File: config.mk
export PLATFORM = sky130hd
export DESIGN_NAME = pong_game_ctrl
export DESIGN_NICKNAME = d
export VERILOG_FILES = /design/src/rtl/pong_pkg.sv /design/src/rtl/pong_game_ctrl_bcd2_counter.sv /design/src/rtl/pong_game_ctrl.sv
export SDC_FILE = /design/constraint.sdc
export NUM_CORES = 1
export LEC_CHECK = 0
export ABC_AREA = 1
export BUFFER_PORTS_ARGS = -buffer_cell sky130_fd_sc_hd__clkbuf_2
export CAP_MARGIN = 20
export CORE_MARGIN = 3
export CORE_UTILIZATION = 55
export CTS_BUF_LIST = sky130_fd_sc_hd__clkbuf_2
export DETAILED_ROUTE_END_ITERATION = 8
export PLACE_DENSITY_LB_ADDON = 0.2
export SYNTH_ARGS = -nofsm -noshare
export SYNTH_HDL_FRONTEND = slang
export SYNTH_SLANG_ARGS = --single-unit
File: constraint.sdc
create_clock -name clk -period 1.7 [get_ports clk]
set_input_delay 0.34 -clock clk [delete_from_list [all_inputs] [get_ports clk]]
set_output_delay 0.34 -clock clk [all_outputs]
set_load 0.01 [all_outputs]
File: src/rtl/pong_pkg.sv
// Shared definitions for the pong game sequencer: state encoding, default
// game parameters and the BCD digit helper used by the score counter.
package pong_pkg;

    typedef enum logic [1:0] {
        ST_NEWGAME = 2'b00,
        ST_PLAY    = 2'b01,
        ST_NEWBALL = 2'b10,
        ST_OVER    = 2'b11
    } state_t;

    localparam int LIVES_DEFAULT       = 3;
    localparam int WAIT_FRAMES_DEFAULT = 120;
    localparam int BCD_W               = 4;

    // Next value of a single decimal digit; 9 rolls over to 0.
    function automatic logic [BCD_W-1:0] bcd_digit_inc(input logic [BCD_W-1:0] d);
        return (d == BCD_W'(9)) ? '0 : d + 1'b1;
    endfunction

endpackage

File: src/rtl/pong_game_ctrl_bcd2_counter.sv
// Two-digit BCD up-counter for the score display; clear beats increment and
// 99 wraps silently to 00.
module bcd2_counter
    import pong_pkg::*;
(
    input  logic                 clk,
    input  logic                 reset,
    input  logic                 clr,
    input  logic                 inc,
    output logic [2*BCD_W-1:0]   q
);

    logic [BCD_W-1:0] units;
    logic [BCD_W-1:0] tens;

    assign units = q[BCD_W-1:0];
    assign tens  = q[2*BCD_W-1:BCD_W];

    // Tens digit only advances when the units digit rolls over from 9.
    always_ff @(posedge clk or posedge reset) begin
        if (reset) begin
            q <= '0;
        end else if (clr) begin
            q <= '0;
        end else if (inc) begin
            q[BCD_W-1:0] <= bcd_digit_inc(units);
            if (units == BCD_W'(9))
                q[2*BCD_W-1:BCD_W] <= bcd_digit_inc(tens);
        end
    end

endmodule

File: src/rtl/pong_game_ctrl.sv
// Game sequencer for the VGA pong design: start/serve/game-over flow, the
// inter-ball countdown, lives bookkeeping and press detection on the buttons.
module pong_game_ctrl
    import pong_pkg::*;
#(
    parameter int LIVES       = LIVES_DEFAULT,
    parameter int WAIT_FRAMES = WAIT_FRAMES_DEFAULT
) (
    input  logic       clk,
    input  logic       reset,
    input  logic [1:0] btn,
    input  logic       refr_tick,
    input  logic       hit,
    input  logic       miss,
    output logic       gra_still,
    output logic       ball_reset,
    output logic [1:0] lives,
    output logic [7:0] score_bcd,
    output logic [1:0] game_state
);

    state_t     state_q, state_d;
    logic [7:0] timer_q, timer_d;
    logic [1:0] lives_d;
    logic       ball_reset_d;
    logic       btn_any_q;
    logic       press;
    logic       score_clr;
    logic       score_inc;

    assign press      = (|btn) & ~btn_any_q;
    assign game_state = state_q;

    always_ff @(posedge clk or posedge reset) begin
        if (reset) begin
            state_q    <= ST_NEWGAME;
            timer_q    <= '0;
            lives      <= 2'(LIVES);
            gra_still  <= 1'b1;
            ball_reset <= 1'b0;
            btn_any_q  <= 1'b0;
        end else begin
            state_q    <= state_d;
            timer_q    <= timer_d;
            lives      <= lives_d;
            gra_still  <= (state_d != ST_PLAY);
            ball_reset <= ball_reset_d;
            btn_any_q  <= |btn;
        end
    end

    // A miss outranks a hit in the same cycle, so the ball loss is never masked.
    always_comb begin
        state_d      = state_q;
        timer_d      = timer_q;
        lives_d      = lives;
        ball_reset_d = 1'b0;
        score_clr    = 1'b0;
        score_inc    = 1'b0;

        case (state_q)
            ST_NEWGAME: begin
                if (press) begin
                    state_d      = ST_PLAY;
                    lives_d      = 2'(LIVES);
                    score_clr    = 1'b1;
                    ball_reset_d = 1'b1;
                end
            end
            ST_PLAY: begin
                if (miss) begin
                    timer_d = 8'(WAIT_FRAMES);
                    if (lives > 2'd1) begin
                        state_d      = ST_NEWBALL;
                        lives_d      = lives - 2'd1;
                        ball_reset_d = 1'b1;
                    end else begin
                        state_d = ST_OVER;
                        lives_d = 2'd0;
                    end
                end else if (hit) begin
                    score_inc = 1'b1;
                end
            end
            ST_NEWBALL, ST_OVER: begin
                if (refr_tick) begin
                    if (timer_q == 8'd1) begin
                        timer_d = 8'd0;
                        state_d = (state_q == ST_NEWBALL) ? ST_PLAY : ST_NEWGAME;
                    end else if (timer_q != 8'd0) begin
                        timer_d = timer_q - 8'd1;
                    end
                end
            end
            default: state_d = ST_NEWGAME;
        endcase
    end

    bcd2_counter u_score (
        .clk   (clk),
        .reset (reset),
        .clr   (score_clr),
        .inc   (score_inc),
        .q     (score_bcd)
    );

endmodule

Word-level counts from Yosys, hierarchy flattened --
Cells that the tools add are included.
Word-level totals: memories kept 0, logic and storage cells 66, latch bits 0, bits in writable memories 0, input bits 7, bits in read-only memories 0, output and inout port bits 14, flip-flop bits (word level) 23
Operators by class: shift operators 0, eq/ne operators 11, multiply operators 0, bitwise logic cells 2, reduce and logical (&&, ||, !) cells 11, add/subtract/negate cells 4, order comparisons 1, div/mod/pow operators 0, multiplexer cells 29
Operators with widths (number):
- 2-to-1 mux 8 bit | 6
- case mux 8 bit (2 select lines) | 1
- 2-to-1 mux 2 bit | 7
- 2-to-1 mux 4 bit | 3
- 2-to-1 mux 1 bit | 9
- adder 4 x 1 -> 4 bit, second input constant | 2
- equality test 4 bit, second input constant | 2
- equality test 8 x 1 -> 1 bit, second input constant | 1
- nonzero test 2 bit | 4
- nonzero test 8 bit | 1
- subtractor 8 x 1 -> 8 bit, second input constant | 1
- inequality test 2 bit, second input constant | 3
- case mux 2 bit (3 select lines) | 1
- equality test 2 bit, second input constant | 2
- case mux 2 bit (2 select lines) | 1
- AND reduction 4 bit | 1
- OR reduction 2 bit | 2
- inequality test 3 bit, second input constant | 1
- AND reduction 3 bit | 1
- equality test 2 x 1 -> 1 bit, second input constant | 1
- greater-than comparator 2 x 1 -> 1 bit, second input constant | 1
- logical NOT 2 bit | 1
- inequality test 2 x 1 -> 1 bit, second input constant | 1
- case mux 1 bit (2 select lines) | 1
- other kinds (4) | 4

Depth between registers and ports, before layout --
depth in word-level cells 6, gate-level depth with buffers 9, gate-level depth less buffers 9

Modules after synthesis --
A second synthesis with hierarchy kept.
Unflattened totals: cells, all modules 180, area total of the unflattened synthesis 1415.1 µm²
By module, submodules not included:
- pong_game_ctrl | area an instance 929.6 µm², instances 1, cells an instance 121
- bcd2_counter | area an instance 485.5 µm², instances 1, cells an instance 59

Least setup slack after synthesis --
Ideal clock, no wire load.
path kind reg2reg, start reg timer_q[0], end reg timer_q[5], setup slack 287 ps, required time 1583 ps, period minus slack after synthesis 1413 ps, stages on the path, launching flop included 10, arrival 1297 ps, path through dfrtp_1 inv_1 ha_1 inv_1 nor2_1 nand2_1 nand2_4 nand2_4 nand2_1 nand2_1
Between the ends: longest elaborated chain between the ends 5
Ends and longest elaborated chain:
- start: declaration | RTL line pong_game_ctrl.sv:23 | logic [7:0] timer_q, timer_d;
- start signal: assignment | RTL line pong_game_ctrl.sv:44 | timer_q <= timer_d;
- subtractor 8 x 1 -> 8 bit | RTL line pong_game_ctrl.sv:91 | timer_d = timer_q - 8'd1;
- 2-to-1 mux 8 bit | RTL line pong_game_ctrl.sv:90 | end else if (timer_q != 8'd0) begin
- 2-to-1 mux 8 bit | RTL line pong_game_ctrl.sv:87 | if (timer_q == 8'd1) begin
- 2-to-1 mux 8 bit | RTL line pong_game_ctrl.sv:86 | if (refr_tick) begin
- case mux 8 bit (2 select lines) | RTL line pong_game_ctrl.sv:61 | case (state_q)
Several ways; a longest one is shown, not always the timed one. The select of a mux whose other input is x is not followed. A chain may end at the register's enable or synchronous reset.

Final worst setup path --
start reg timer_q[0], end reg timer_q[6]
Same word-level chain as after synthesis.

==> results_dict.tcl <==
set metrics [dict create \
    powerDensity_nw_per_um2 1460 \
    post_cts_buffers 0 \
    status "complete, no violations" \
    cp_max_fo 8 \
    grt_max_degree 24 \
    antenna_found_initial 0 \
    vdd_ir_drop_max_mv 0.980 \
    drt-initial-drc-count 36 \
    min_path_type "in2reg" \
    top_usage_layer "met2" \
    overflow 0 \
    rsz0062_at_grt "false" \
    place_congestion 0.903 \
    grt_use_met3 0.0339 \
    synthAdderAreaFrac 0.0518 \
    slew_headroom 0.795 \
    grt_pass1_wl_um 5130 \
    drive_gt1_frac 0.270 \
    synthMuxAreaShare 0 \
    critical_path.slowest_cell "dfrtp_1" \
    routedWlPerCell_um 12.1 \
    layout_commonest_cell "nand2_1" \
    fmax_ghz 0.652 \
    path_clk_slew_ns 0.23 \
    cap_viol_max_count 0 \
    path_cells "inv_2, ha_2, inv_1, nor2_1, nand2_1, nand2_4, nand2_4, nand2_1, nand2_1" \
    hold_viol 0 \
    synthCells 185 \
    cp_num_buf_inv 2 \
    critPathCaptureType "register" \
    cts_buffers 3 \
    crit_required_ns 1.97 \
    hpwl_um 2220 \
    syn-num-nets 198 \
    die_w_um 57.3 \
    synth-compound-area-share 0.0674 \
    rows 17 \
    worstSkewPairLatency_ns 0.34 \
    use_met1 0.254 \
    layout_common_cells "46 x nand2_1, 23 x clkbuf_2, 21 x nand3_1" \
    io_buffers 20 \
    synth-xor-area-share 0.0181 \
    yosysWarningCount 0 \
    maxSlewViolCount 0 \
    areaGrowthSynthToFinish_pct 11.6 \
    grt_util_all_layers 0.193 \
    cts_root_buffer "clkbuf_2" \
    vias 1285 \
    timing.final.crit_share 0.903 \
    cpPeakStageDelay_ns 0.46 \
    dieArea_um2 3290 \
    grt_pass1_vias 1213 \
    utilization 0.685 \
    fin_nets 225 \
    synth.ff_latch_count 23 \
    synth_top_family_by_area "simple AND/OR/NAND/NOR gates" \
    whs_ns 0.221 \
    final_antenna_net_count 0 \
    ios 21 \
    netlist_area_um2 1450 \
    drc 0 \
    die_y_um 57.3 \
    dr.pass1.iters 4 \
    core_area_um2 2360 \
    finalSetupTns_ns 0 \
    syn_avg_cell_area_um2 7.83 \
    tightestPinTransition_ns 0.308 \
    setup_viol 0 \
    clockBufferDepth 2 \
    placed_area_um2 1580 \
    yosysSeqAreaShare 0.400 \
    ys_types 27 \
    cp_top_family "simple AND/OR/NAND/NOR gates" \
    p_leak_nw 0.921 \
    synth-simple-area-share 0.381 \
    clkSinkCount 23 \
    startpoint_type "register" \
    cts_tree "done" \
    drt-total-wl_um 2890 \
    clock_skew_ns 0.0126 \
    cpMostUsedCell "nand2_1" \
    critPathArrivalTime_ns 1.81 \
    cts.htree.levels 1 \
    worst-setup-path-type "reg2reg" \
    min_period_ns 1.53 \
    post-route-cell-area_um2 1620 \
    initial_core_util 0.614 \
    viasPerCell 5.38 \
    diodes 0 \
    met2_usage 0.331 \
]
## registers in the layout, indices dropped and copies added, names as in the netlist
register and cells:
ball_reset 1, game_state 2, lives 2, timer_q 8, u_score.q 8, btn_any_q 1
gra_still 1
## through the flow
stage / power [mW] / cells / setup slack, ns
6_report: 2.36 / 239 / 0.166
5_1_grt: 2.58 / 239 / 0.0514
4_1_cts: 2.35 / 239 / 0.107
3_5_place_dp: 2.12 / 234 / 0.124
3_3_place_gp: 2.08 / 234 / 0.204
2_1_floorplan: 1.81 / 185 / 0.287
## synthesized netlist by cell type
| master | n | area, um^2 |
|---|---|---|
| nand3_2 | 2 | 20.0 |
| o21ai_1 | 4 | 20.0 |
| inv_2 | 3 | 11.3 |
| inv_1 | 21 | 78.8 |
| o21ai_0 | 2 | 10.0 |
| o21ai_2 | 3 | 26.3 |
| a21oi_1 | 3 | 15.0 |
| nand2_4 | 7 | 78.8 |
| nand4_1 | 4 | 25.0 |
| ha_1 | 6 | 75.1 |
| inv_4 | 1 | 6.26 |
| xnor2_1 | 1 | 8.76 |
| dfstp_2 | 3 | 78.8 |
| dfrtp_1 | 20 | 500 |
| nand3b_1 | 1 | 7.51 |
| nor3_1 | 1 | 5.00 |
| xor2_1 | 2 | 17.5 |
| o21bai_1 | 1 | 7.51 |
| buf_6 | 2 | 22.5 |
| nand2_1 | 46 | 173 |
| nor2_4 | 2 | 22.5 |
| nor2_1 | 19 | 71.3 |
| o22ai_1 | 2 | 12.5 |
| a31oi_1 | 1 | 6.26 |
| nand2_2 | 4 | 25.0 |
| nor2_2 | 3 | 18.8 |
| nand3_1 | 21 | 105 |
## final timing paths
| check | from | endpoint | slack [ns] | depth (start not counted) |
|---|---|---|---|---|
| setup / recovery | timer_q[0] | timer_q[6] | 0.17 | 9 |
| hold / removal | btn[0] | btn_any_q | 0.22 | 3 |
| setup reg to reg | timer_q[0] | timer_q[6] | 0.17 | 9 |
| hold reg to reg | lives[1] | lives[1] | 0.53 | 2 |
| max in group asynchronous | reset | gra_still | 0.88 | 4 |
| min in group asynchronous | reset | u_score.q[3] | 0.51 | 4 |
## final cells by class
cell class / instances / area (um^2)
inverters: 25 / 96.3
clock inverters: 1 / 5.00
flip-flops and latches: 23 / 579
well taps: 28 / 35.0
multi-input cells: 135 / 753
fillers: 202 / 744
clock buffers: 3 / 15.0
repair buffers: 24 / 133
## where the power goes
group          leakage [nW]  internal [mW]  switching, mW  total, mW
combinational         0.633          0.452          0.692       1.14
sequential            0.272          0.747          0.240      0.987
clock                0.0164         0.0533          0.172      0.226
## metal layers
layer,vias to the layer above,wire length [um]
met5,-,0
met2,35,1380
met1,605,1360
li1,641,-
met4,0,23
met3,4,129
## worst reg2reg max path, stage by stage (launching register included)
cell and delay (ns):
dfrtp_1 0.46, inv_2 0.12, ha_2 0.22, inv_1 0.06, nor2_1 0.15, nand2_1 0.14
nand2_4 0.13, nand2_4 0.08, nand2_1 0.07, nand2_1 0.05
## logic make-up after synthesis
group	Yosys count
xor gates and xnor gates	3
and+or+nand+nor	110
AOI/OAI and AO/OA	16
buffers and inverters	27
adders and majority gates	6
DFF	23
## timing repair
item	4_1_cts	5_1_grt
setup endpoints to repair	0	7
hold endpoints to repair	20	0
gates resized for setup	0	2
hold buffers	1	0
Power figures use the tool's default switching activity.
